### src/rtl/mem_pkg.sv
// Shared widths and FSM state type for the block mover and its memory port.
package mem_pkg;

    localparam int ADDR_W    = 5;
    localparam int DATA_W    = 8;
    localparam int LEN_W     = 6;
    localparam int MEM_DEPTH = 32;

    typedef enum logic [1:0] {
        IDLE  = 2'd0,
        READ  = 2'd1,
        WRITE = 2'd2,
        DONE  = 2'd3
    } state_t;

endpackage

### src/rtl/mem_block_mover_if.sv
// Memory port between an initiator (master) and the 32x8 data memory (slave).
interface mem_block_mover_if;

    logic [mem_pkg::ADDR_W-1:0] mem_adr;
    logic [mem_pkg::DATA_W-1:0] mem_data;
    logic                       mem_wen;
    logic                       mem_read;
    logic [mem_pkg::DATA_W-1:0] mem_rdata;

    modport master (
        output mem_adr, mem_data, mem_wen, mem_read,
        input  mem_rdata
    );

    modport slave (
        input  mem_adr, mem_data, mem_wen, mem_read,
        output mem_rdata
    );

endinterface

### src/rtl/mem_block_mover.sv
// Copies len bytes from src_adr to dst_adr, one read/write pair per word.
// Optional running byte sum of the copied data when MBM_SUM_EN is defined.
//
// state | meaning
// IDLE  | waiting for start; memory port quiet
// READ  | drive src+index, capture read data into buffer
// WRITE | write buffer to dst+index, advance index
// DONE  | one-cycle completion pulse, busy still high
module mem_block_mover
    import mem_pkg::*;
(
    input  logic              clk,
    input  logic              rst,
    input  logic              start,
    input  logic [ADDR_W-1:0] src_adr,
    input  logic [ADDR_W-1:0] dst_adr,
    input  logic [LEN_W-1:0]  len,
    mem_block_mover_if.master mem,
    output logic              busy,
    output logic              done
`ifdef MBM_SUM_EN
    ,
    output logic [DATA_W-1:0] sum
`endif
);

    state_t            state, state_nxt;
    logic [ADDR_W-1:0] src_q, dst_q;
    logic [LEN_W-1:0]  len_q, idx_q;
    logic [DATA_W-1:0] buf_q;
`ifdef MBM_SUM_EN
    logic [DATA_W-1:0] sum_q;
`endif

    always_ff @(posedge clk or negedge rst) begin
        if (!rst) begin
            state <= IDLE;
            src_q <= '0;
            dst_q <= '0;
            len_q <= '0;
            idx_q <= '0;
            buf_q <= '0;
`ifdef MBM_SUM_EN
            sum_q <= '0;
`endif
        end else begin
            state <= state_nxt;
            case (state)
                IDLE: begin
                    if (start) begin
                        src_q <= src_adr;
                        dst_q <= dst_adr;
                        len_q <= len;
                        idx_q <= '0;
`ifdef MBM_SUM_EN
                        sum_q <= '0;
`endif
                    end
                end
                READ: begin
                    buf_q <= mem.mem_rdata;
`ifdef MBM_SUM_EN
                    sum_q <= sum_q + mem.mem_rdata;
`endif
                end
                WRITE:   idx_q <= idx_q + LEN_W'(1);
                default: ;
            endcase
        end
    end

    // Port outputs decode straight from state so an async reset silences them at once.
    always_comb begin
        state_nxt    = state;
        mem.mem_adr  = '0;
        mem.mem_data = '0;
        mem.mem_wen  = 1'b0;
        mem.mem_read = 1'b0;
        case (state)
            IDLE: begin
                if (start) state_nxt = (len == '0) ? DONE : READ;
            end
            READ: begin
                mem.mem_read = 1'b1;
                mem.mem_adr  = src_q + idx_q[ADDR_W-1:0];
                state_nxt    = WRITE;
            end
            WRITE: begin
                mem.mem_wen  = 1'b1;
                mem.mem_adr  = dst_q + idx_q[ADDR_W-1:0];
                mem.mem_data = buf_q;
                state_nxt    = (idx_q == len_q - LEN_W'(1)) ? DONE : READ;
            end
            DONE:    state_nxt = IDLE;
            default: state_nxt = IDLE;
        endcase
    end

    assign busy = (state != IDLE);
    assign done = (state == DONE);
`ifdef MBM_SUM_EN
    assign sum  = sum_q;
`endif

endmodule
### src/flat_wrapper.sv
// flat-port wrapper written by rule: the top's interface ports become plain ports
module mem_block_mover_flat import mem_pkg::*;
  (clk, rst, start, src_adr, dst_adr, len, busy, done, mem_mem_adr, mem_mem_data, mem_mem_wen, mem_mem_read, mem_mem_rdata);
  mem_block_mover_if mem_i ();
  input  logic clk;
  input  logic rst;
  input  logic start;
  input  logic [ADDR_W-1:0] src_adr;
  input  logic [ADDR_W-1:0] dst_adr;
  input  logic [LEN_W-1:0] len;
  output logic busy;
  output logic done;
  output wire logic [$bits(mem_i.mem_adr)-1:0] mem_mem_adr;
  output wire logic [$bits(mem_i.mem_data)-1:0] mem_mem_data;
  output wire logic [$bits(mem_i.mem_wen)-1:0] mem_mem_wen;
  output wire logic [$bits(mem_i.mem_read)-1:0] mem_mem_read;
  input wire logic [$bits(mem_i.mem_rdata)-1:0] mem_mem_rdata;
  assign mem_mem_adr = mem_i.mem_adr;
  assign mem_mem_data = mem_i.mem_data;
  assign mem_mem_wen = mem_i.mem_wen;
  assign mem_mem_read = mem_i.mem_read;
  assign mem_i.mem_rdata = mem_mem_rdata;
  mem_block_mover u_core (.clk(clk), .rst(rst), .start(start), .src_adr(src_adr), .dst_adr(dst_adr), .len(len), .mem(mem_i), .busy(busy), .done(done));
endmodule
### config.mk
export PLATFORM = sky130hd
export DESIGN_NAME = mem_block_mover_flat
export DESIGN_NICKNAME = d
export VERILOG_FILES = /design/src/rtl/mem_pkg.sv /design/src/rtl/mem_block_mover_if.sv /design/src/rtl/mem_block_mover.sv /design/src/flat_wrapper.sv
export SDC_FILE = /design/constraint.sdc
export NUM_CORES = 1
export LEC_CHECK = 0
export CAP_MARGIN = 15
export CORE_MARGIN = 2
export CORE_UTILIZATION = 53
export DETAILED_ROUTE_END_ITERATION = 12
export PLACE_DENSITY = 0.94
export SYNTH_ARGS = -nofsm -noshare
export SYNTH_HDL_FRONTEND = slang
export SYNTH_SLANG_ARGS = --single-unit
### constraint.sdc
create_clock -name clk -period 6.7 [get_ports clk]
set_input_delay 0.67 -clock clk [delete_from_list [all_inputs] [get_ports clk]]
set_output_delay 0.67 -clock clk [all_outputs]
set_load 0.005 [all_outputs]
==> results of run 1 <==
[worst max-delay path, cell delays in order (launching register included)]
cell,delay [ns]
dfrtp_1,0.43
inv_1,0.10
ha_1,0.67
mux2_2,0.29
ha_1,0.16
inv_1,0.06
fa_1,0.38
nor2b_1,0.22
o21a_1,0.18
nor3_1,0.05
and3b_1,0.21
clkdlybuf4s50_1,0.49
[area by class of cell]
class | instances | share of cell area
Sequential cell | 32 | 0.3421
Multi-Input combinational cell | 112 | 0.4057
Inverter | 9 | 0.01443
Timing Repair Buffer | 44 | 0.1871
Tap cell | 46 | 0.02459
Clock inverter | 2 | 0.004276
Clock buffer | 6 | 0.02191
[sequential cells by signal (all words and copies together) (netlist names)]
name and flops:
u_core.buf_q 8, u_core.dst_q 5, u_core.idx_q 6, u_core.len_q 6, u_core.src_q 5, u_core.state 2
[path summary, 6_finish.rpt]
check / from / to / slack (ns) / depth (start not counted)
max: u_core.state[0]$_DFFE_PN0P_ / mem_mem_adr[4] / 2.46 / 11
min: u_core.dst_q[3]$_DFFE_PN0P_ / u_core.dst_q[3]$_DFFE_PN0P_ / 0.51 / 1
max reg2reg: u_core.state[0]$_DFFE_PN0P_ / u_core.idx_q[3]$_DFFE_PN0P_ / 4.59 / 5
min reg2reg: u_core.dst_q[3]$_DFFE_PN0P_ / u_core.dst_q[3]$_DFFE_PN0P_ / 0.51 / 1
max in group asynchronous: rst / u_core.buf_q[0]$_DFFE_PN0P_ / 5.66 / 2
min in group asynchronous: rst / u_core.len_q[2]$_DFFE_PN0P_ / 0.74 / 2
[per-stage QoR]
step | util | setup WS (ns) | instances
after CTS | 0.7071 | 2.462 | 251
after global routing | 0.7071 | 2.227 | 251
after global placement | 0.6886 | 3.036 | 243
final | 0.7071 | 2.463 | 251
after floorplan | - | 3.817 | 159
after detailed placement | 0.6886 | 2.850 | 243
[layout by cell type, fill, tap and decap left out, drive strengths merged, types with 2 or more instances in the layout]
| cell type | netlist | final |
|---|---|---|
| nand3 | 2 | 2 |
| nor2b | 6 | 6 |
| a22o | 2 | 2 |
| ha | 10 | 10 |
| a31oi | 3 | 3 |
| or3 | 2 | 2 |
| xnor2 | 8 | 8 |
| inv | 9 | 9 |
| dfrtp | 32 | 32 |
| and3b | 2 | 2 |
| clkdlybuf4s50 | 0 | 43 |
| mux2i | 3 | 3 |
| clkbuf | 2 | 6 |
| nor2 | 5 | 5 |
| clkinv | 0 | 2 |
| o21ai | 5 | 5 |
| nor3 | 4 | 4 |
| and2 | 10 | 10 |
| a21oi | 3 | 3 |
| nand2 | 6 | 6 |
| mux2 | 28 | 28 |
[cell families (layout without fill, tap and decap cells)]
kind of cell / Yosys count / after routing / synth area share
simple gates: 41 / 41 / 0.1320
flops: 32 / 32 / 0.4399
mux: 31 / 31 / 0.1917
compound gates: 20 / 20 / 0.07492
buf+inv: 15 / 61 / 0.03849
fa+ha+maj: 11 / 11 / 0.07973
xor+xnor: 9 / 9 / 0.04330
[power by group through the flow]
stage / Clock [mW] / Sequential [mW] / Combinational [mW]
finish: 0.115 / 0.197 / 0.0229
global route: 0.130 / 0.197 / 0.0250
CTS: 0.118 / 0.197 / 0.0234
detailed placement: 0 / 0.200 / 0.0233
global placement: 0 / 0.200 / 0.0228
floorplan: 0 / 0.200 / 0.00264
[metal layers]
layer / vias up / track usage / routed length (um)
li1: 638 / - / -
met1: 657 / 0.2503 / 1575
met2: 36 / 0.3548 / 1851
met3: 6 / 0.07568 / 232
met4: 0 / 0.06667 / 59
met5: - / 0 / 0
==> flow_summary.ini, run 1 <==
[timing]
setup_viol = 0
tns_ns = 0
hold_violations = 0
tightest_slew_ns = 0.7880
timing.hold.ws_ns = 0.5113
post-route-period-util = 0.6324
skew_ns = 0.01333
max_freq_ghz = 0.2360
slew_headroom = 0.4747
min_period_ns = 4.237
slew_viol_final = 0
rsz0062_at_grt = no

[yosys]
avgSynthCellArea_um2 = 11.45
ys_top_cells_by_area = dfrtp_1 44%, mux2_2 17%, ha_1 6.9%, xnor2_1 3.8%, and2_1 3.4%
async_flop_share = 1.000
yosysMostFrequentCell = dfrtp_1
syn_area_um2 = 1820
synth_warnings = 0
synth_edf_count = 0
yosysSeqAreaShare = 0.4399
yosysUniqueCellTypes = 40
syn-num-nets = 197
synthTopCellsByCount = 32 x dfrtp_1, 28 x mux2_2, 10 x and2_1, 10 x ha_1, 9 x inv_1
ys_ff_latch = 32
synth_top_area_frac = 0.4399
synth_top_area_cell = dfrtp_1
synthCells = 159
synthFlopType = dfrtp_1

[final_layout]
fin_area_um2 = 2341
n_fill_cell = 257
layout-drive-gt1-share = 0.2098
num_antenna_cells = 0
nets = 242
seq_area_um2 = 800.8
syn2layout_area_growth_pct = 28.59
multi_input_comb_area_um2 = 949.7

[floorplan]
die_h_um = 62.61
coreArea_um2 = 3311
die_area_um2 = 3920
start_util = 0.5499
pin_count = 44
core.rowCount = 21
dieWidth_um = 62.61

[placed_design]
dp_hpwl_mm = 2.772
io_buffer_count = 43
place_congestion = 0.8352
placed_cell_area_um2 = 2280

[critical_path]
worst-setup-path-type = register to output port
worstPathRequired_ns = 6.03
end_kind = output port
arrival_ns = 3.57
start_kind = register
cp_max_fo = 22

[cts]
cts_setup_buffers = 0
cts_buffers = 5
worstSkewPairLatency_ns = 0.33
ctsHoldBuffers = 0
cts_tree = done
post_cts_resized = 0
path_clk_slew_ns = 0.10
clock_sinks = 32
ctsRootBufferMaster = clkbuf_4
cts_buffer_depth = 2
htree_levels = 2

[pwr]
leakage_nw = 1.046
finalPower_mw = 0.3346
p_seq_frac = 0.588
peakVddDrop_v = 0.0001525
p_comb_frac = 0.069
power.internal_mw = 0.2609
p_clk_frac = 0.344
p_switching_mw = 0.07369
swShare = 0.2202
power_density_nw_per_um2 = 142.9

[routing]
finalWirelength_mm = 3.720
postRouteAntennaNets = 0
wl_per_cell_um = 14.82
drt_iter0_markers = 30
vias = 1337
first_pass_iters = 4
viasPerCell = 5.327
drcViolationCount = 0

[global_route]
antenna_found_initial = 0
grt_max_degree = 33
grt_overflow_total = 0
grt_pass1_wl_mm = 6.403
grt_pass1_vias = 1375
track_usage = 0.2102

[run_status]
status = complete, no violations

[run]
drv_cap = 0

[hold_path]
hold_class = register to register
No activity file was read; power rests on OpenSTA's default activity.
==> run 2: changes to the inputs <==
--- a/config.mk
+++ b/config.mk
@@ -7,9 +7,9 @@
 export LEC_CHECK = 0
 export CAP_MARGIN = 15
 export CORE_MARGIN = 2
-export CORE_UTILIZATION = 53
+export CORE_UTILIZATION = 44
 export DETAILED_ROUTE_END_ITERATION = 12
-export PLACE_DENSITY = 0.94
+export PLACE_DENSITY = 0.84
 export SYNTH_ARGS = -nofsm -noshare
 export SYNTH_HDL_FRONTEND = slang
 export SYNTH_SLANG_ARGS = --single-unit
==> constraint.sdc (replaced) <==
create_clock -name clk -period 3.7 [get_ports clk]
set_input_delay 0.37 -clock clk [delete_from_list [all_inputs] [get_ports clk]]
set_output_delay 0.37 -clock clk [all_outputs]
set_load 0.005 [all_outputs]
==> run 2 against run 1 <==
Effect of this change:
- utilization down 10 points
- sequential power up 81%
- cell count up 2.0%
- die area up 19%
==> flow_summary.ini, run 2 (same netlist as run 1, synthesis figures left out) <==
[pwr]
p_clk_frac = 0.481
power_density_nw_per_um2 = 316.9
p_comb_frac = 0.054
p_seq_frac = 0.465
peakVddDrop_v = 0.0002575
leakage_nw = 1.078
power.internal_mw = 0.6199
p_switching_mw = 0.1464
swShare = 0.1910

[timing]
skew_ns = 0.007620
min_period_ns = 3.339
max_freq_ghz = 0.2995
tns_ns = 0
setup_viol = 0
fin_ws_ns = 0.3609
timing.hold.ws_ns = 0.4758
slew_headroom = 0.6917
slew_viol_final = 0
hold_violations = 0
tightest_slew_ns = 0.4625
rsz0062_at_grt = no
post-route-period-util = 0.9025

[floorplan]
die_area_um2 = 4668
dieWidth_um = 68.33
coreArea_um2 = 4000
core.rowCount = 23
start_util = 0.4551
die_h_um = 68.33
pin_count = 44

[critical_path]
ff2ff_setup_slack_ns = 1.82
arrival_ns = 2.97
end_kind = output port
rr_startpoint = u_core.state[0]$_DFFE_PN0P_
cpMaxStageDelayCell = clkdlybuf4s50_1
slowest_delay_ns = 0.49
critical_path_buf_inv_count = 3
cp_max_fo = 6
rr_endpoint = u_core.idx_q[5]$_DFFE_PN0P_
cp_cell_sequence = inv_1, ha_1, mux2_2, ha_1, inv_1, fa_1, nor2b_1, o21a_1, nor3_1, and3b_1, clkdlybuf4s50_1
worstPathRequired_ns = 3.33
rr_worst_depth = 7
cpLargestDelayFamily = adder cells
worst-setup-path-type = register to output port
start_kind = register

[cts]
cts_buffer_depth = 2
worstSkewPairLatency_ns = 0.29
ctsRootBufferMaster = clkbuf_8
post_cts_resized = 0
clock_sinks = 32
htree_levels = 2
cts_buffers = 5
ctsHoldBuffers = 0
cts_setup_buffers = 0
path_clk_slew_ns = 0.07
cts_tree = done

[routing]
first_pass_iters = 4
postRouteAntennaNets = 0
drt_iter0_markers = 35
finalWirelength_mm = 3.618
drcViolationCount = 0
vias = 1328
viasPerCell = 5.188
wl_per_cell_um = 14.13

[final_layout]
fin_cells = 256
largest_reg_flops = 8
fin_area_um2 = 2419
layout_common_cells = 43 x clkdlybuf4s50_1, 32 x dfrtp_1, 28 x mux2_2
nets = 243
layout-drive-gt1-share = 0.2136
num_antenna_cells = 0
reg_top3 = u_core.buf_q: 8 flops, u_core.idx_q: 6 flops, u_core.len_q: 6 flops
syn2layout_area_growth_pct = 32.85
mostFrequentLayoutCell = clkdlybuf4s50_1
regMostFlops = u_core.buf_q

[placed_design]
dp_hpwl_mm = 2.640
place_congestion = 0.7683
io_buffer_count = 43
placed_cell_area_um2 = 2292
placed_cells = 248
dp_slack_ns = 0.6807

[global_route]
grt_max_degree = 33
track_usage = 0.1797
antenna_found_initial = 0
grt_pass1_wl_mm = 5.913
grt_pass1_vias = 1271
grt_overflow_total = 0

[hold_path]
hold_class = primary input to asynchronous set/reset pin

[run]
drv_cap = 0

[run_status]
status = complete, no violations
==> run 2: layout make-up <==
class	instances	area (um2)
tap	50	62.56
fill	357	1582
sequential	32	800.8
multi-input combinational	112	949.7
clock inverter	1	30.03
clock buffer	7	96.34
inverter	9	33.78
timing repair buffer	45	445.4
==> run 2: power by group through the flow <==
stage / combinational, mW / sequential, mW / clock, mW
finish: 0.0413 / 0.356 / 0.369
global route: 0.0455 / 0.356 / 0.394
CTS: 0.0424 / 0.356 / 0.379
detailed placement: 0.0421 / 0.363 / 0
global placement: 0.0414 / 0.362 / 0
floorplan: 0.00478 / 0.362 / 0
==> run 2: how the worst max path moves through the flow <==
stage / startpoint / to / slack (ns) / cells after the start
2_1_floorplan: u_core.state[0]$_DFFE_PN0P_ / mem_mem_adr[4] / 1.12 / 11
3_3_place_gp: u_core.state[0]$_DFFE_PN0P_ / mem_mem_adr[4] / 0.75 / 11
3_5_place_dp: u_core.state[0]$_DFFE_PN0P_ / mem_mem_adr[4] / 0.68 / 11
4_1_cts: u_core.state[0]$_DFFE_PN0P_ / mem_mem_adr[4] / 0.35 / 11
5_1_grt: u_core.state[0]$_DFFE_PN0P_ / mem_mem_adr[4] / 0.18 / 11
6_report: u_core.state[0]$_DFFE_PN0P_ / mem_mem_adr[4] / 0.36 / 11
==> run 2: metal layers <==
layer	vias up	global-route usage	routed length [um]
li1	644	-	-
met1	643	0.2158	1684
met2	34	0.2913	1684
met3	7	0.04934	156
met4	0	0.09750	92
met5	-	0	0
==> run 2: stage by stage <==
| stage | util | power, mW |
|---|---|---|
| global route | 0.6046 | 0.7954 |
| detailed placement | 0.5730 | 0.4048 |
| CTS | 0.6046 | 0.7774 |
| floorplan | - | 0.3669 |
| finish | 0.6046 | 0.7663 |
| global placement | 0.5730 | 0.4038 |
==> RTL edit (config.mk and constraints of run 1) <==
Encoding of `state_t`: now Gray code (2 bits for 4 states).
--- a/src/rtl/mem_pkg.sv
+++ b/src/rtl/mem_pkg.sv
@@ -7,10 +7,10 @@
     localparam int MEM_DEPTH = 32;
 
     typedef enum logic [1:0] {
-        IDLE  = 2'd0,
-        READ  = 2'd1,
-        WRITE = 2'd2,
-        DONE  = 2'd3
+        IDLE  = 2'b00,
+        READ  = 2'b01,
+        WRITE = 2'b11,
+        DONE  = 2'b10
     } state_t;
 
 endpackage
Check against the original RTL: same outputs for any inputs over 10 cycles, from zero or initial values and one cycle with rst low; not proved beyond that.
==> RTL edit against run 1 <==
First-iteration DRC count rose to 2.9 times the old value. Worst setup slack better by 0.20 ns. Critical path depth up 1. Register-to-register slack better by 0.19 ns. Area after synthesis down 3.4%. Design area down 1.1%. Wire length up 3.4%. Sequential cell count unchanged.
Power is left out: it rests on default switching activity, and per cell area and clock period it moved more than threefold.
==> RTL edit: results (changes against run 1) <==
Worst-path clk slew = 0.11 ns
Worst setup margin = 2.67 ns (+0.203 ns)
Fin nets = 276 (+14%)
Vias in the first global route = 1450 (+5.5%)
First-pass GRT wire length = 6.51 mm (+1.7%)
Clock skew = 0.0103 ns (-0.00301 ns)
Worst Setup EP = mem_mem_adr[4]
Post-CTS Resized = 0 (unchanged)
Worst min-delay path startpoint = u_core.src_q[3]
Sequential share of the synthesized area = 0.456 (+0.0157)
Worst reg2reg path depth = 4 (-1)
Largest net degree at the start of global routing = 33 (unchanged)
R2r startpoint = u_core.state[0]
Status = complete, no violations
GPL Wtd Cong = 0.854 (+2.3%)
Flop2flop setup slack = 4.78 ns (+0.19 ns)
Critical path required time = 6.03 ns (about the same)
Most frequent cells after synthesis = 64 x nand2_1, 32 x dfrtp_1, 9 x and3_1
Most common flop cell mapped by yosys = dfrtp_1
1st-iter DRT viols = 88 (+190%)
Fill cells = 246 (-4.3%)
Yosys cell types = 36 (-10%)
Detailed Place HPWL = 2.81 mm (+1.2%)
Layout cells sized above 1 = 0.0905 (-0.119)
Final wirelength = 3.85 mm (+3.4%)
Tot GR Track Use = 0.239 (+0.0286)
First-pass DRT Iterations = 4 (unchanged)
H-tree levels = 2 (unchanged)
Ys async rst share = 1.00 (unchanged)
Ant. Diodes = 0 (unchanged)
Syn nets = 231 (+17%)
IO Port Bufs = 43 (unchanged)
Clk buf depth = 2 (unchanged)
Top Registers = u_core.buf_q x8, u_core.idx_q x6, u_core.len_q x6
Pre-CTS setup slack = 3.10 ns (+0.247 ns)
Worst Setup SP = u_core.state[1]
Number of vias per cell = 5.32 (-0.12%)
Slowest stage delay, CP = 0.61 ns (-0.06 ns)
Worst-path fanout max = 15 (-32%)
Min-Delay Path Class = flip-flop to flip-flop
Initial antenna violation count = 0 (unchanged)
CTS buffer count = 5 (unchanged)
Synth area leaders = dfrtp_1 46%, nand2_1 14%, mux2_2 5.1%
Yosys Warn Count = 0 (unchanged)
Root Driver = clkbuf_4
Relative slew slack = 0.558 (+0.0831)
Critical path's slowest cell = dfrtp_1
R2R Path End = u_core.idx_q[5]
Post-CTS setup buffer count = 0 (unchanged)
Worst-Skew Late Latency = 0.34 ns
## RTL edit: cell count changes after synthesis, moves of 3 or more
cell,delta
and2_1,-9
and3_1,+9
clkbuf_1,+4
ha_1,-4
mux2_2,-20
nand2_1,+59
nand4_1,+3
nor2_1,+3
nor2b_1,-3
xnor2_1,-4
xor2_1,+4
## RTL edit: how the worst min path moves through the flow
stage | endpoint | slack [ns] | cells after the start
finish | u_core.src_q[3] | 0.49 | 2
global route | u_core.src_q[3] | 0.52 | 2
CTS | u_core.src_q[3] | 0.49 | 2
detailed placement | u_core.src_q[3] | 0.46 | 2
global placement | u_core.src_q[4] | 0.46 | 2
floorplan | u_core.buf_q[0] | 0.37 | 0
## RTL edit: kinds of logic after synthesis
family,after synthesis,synth area share
AO/OA/AOI/OAI,20,0.0812
XOR/XNOR,9,0.0448
flip-flops,32,0.456
AND/OR/NAND/NOR,102,0.261
multiplexers,11,0.0683
adder cells (fa/ha/maj),7,0.0541
buffers and inverters,16,0.0349
## RTL edit: metrics by stage
step	instances	utilization	hold slack, ns	instance area (µm²)
global route	287	0.746	0.517	2320
detailed placement	279	0.721	0.465	2240
floorplan	197	-	0.374	1760
global placement	279	0.721	0.458	2240
CTS	287	0.746	0.493	2320
finish	287	0.746	0.491	2320
## RTL edit: final cells by class
class / count / share of cell area
clock buffers: 5 / 0.0162
multi-input cells: 149 / 0.389
clock inverters: 3 / 0.0184
well taps: 44 / 0.0238
flip-flops and latches: 32 / 0.346
inverters: 9 / 0.0146
repair buffers: 45 / 0.192
## RTL edit: critical path, delay by kind of cell, from the launching register on
family          cells  cell delay, ns
compound gates      1            0.15
fa+ha+maj           2            0.52
buf+inv             3            0.89
flops               1            0.61
simple gates        6            0.86
## RTL edit: per-layer routing
metal | up-vias | GRT usage | share of wire
met5 | - | 0 | 0
met3 | 5 | 0.0504 | 0.053
met1 | 729 | 0.289 | 0.43
met4 | 0 | 0.0912 | 0.013
li1 | 748 | - | -
met2 | 45 | 0.415 | 0.51
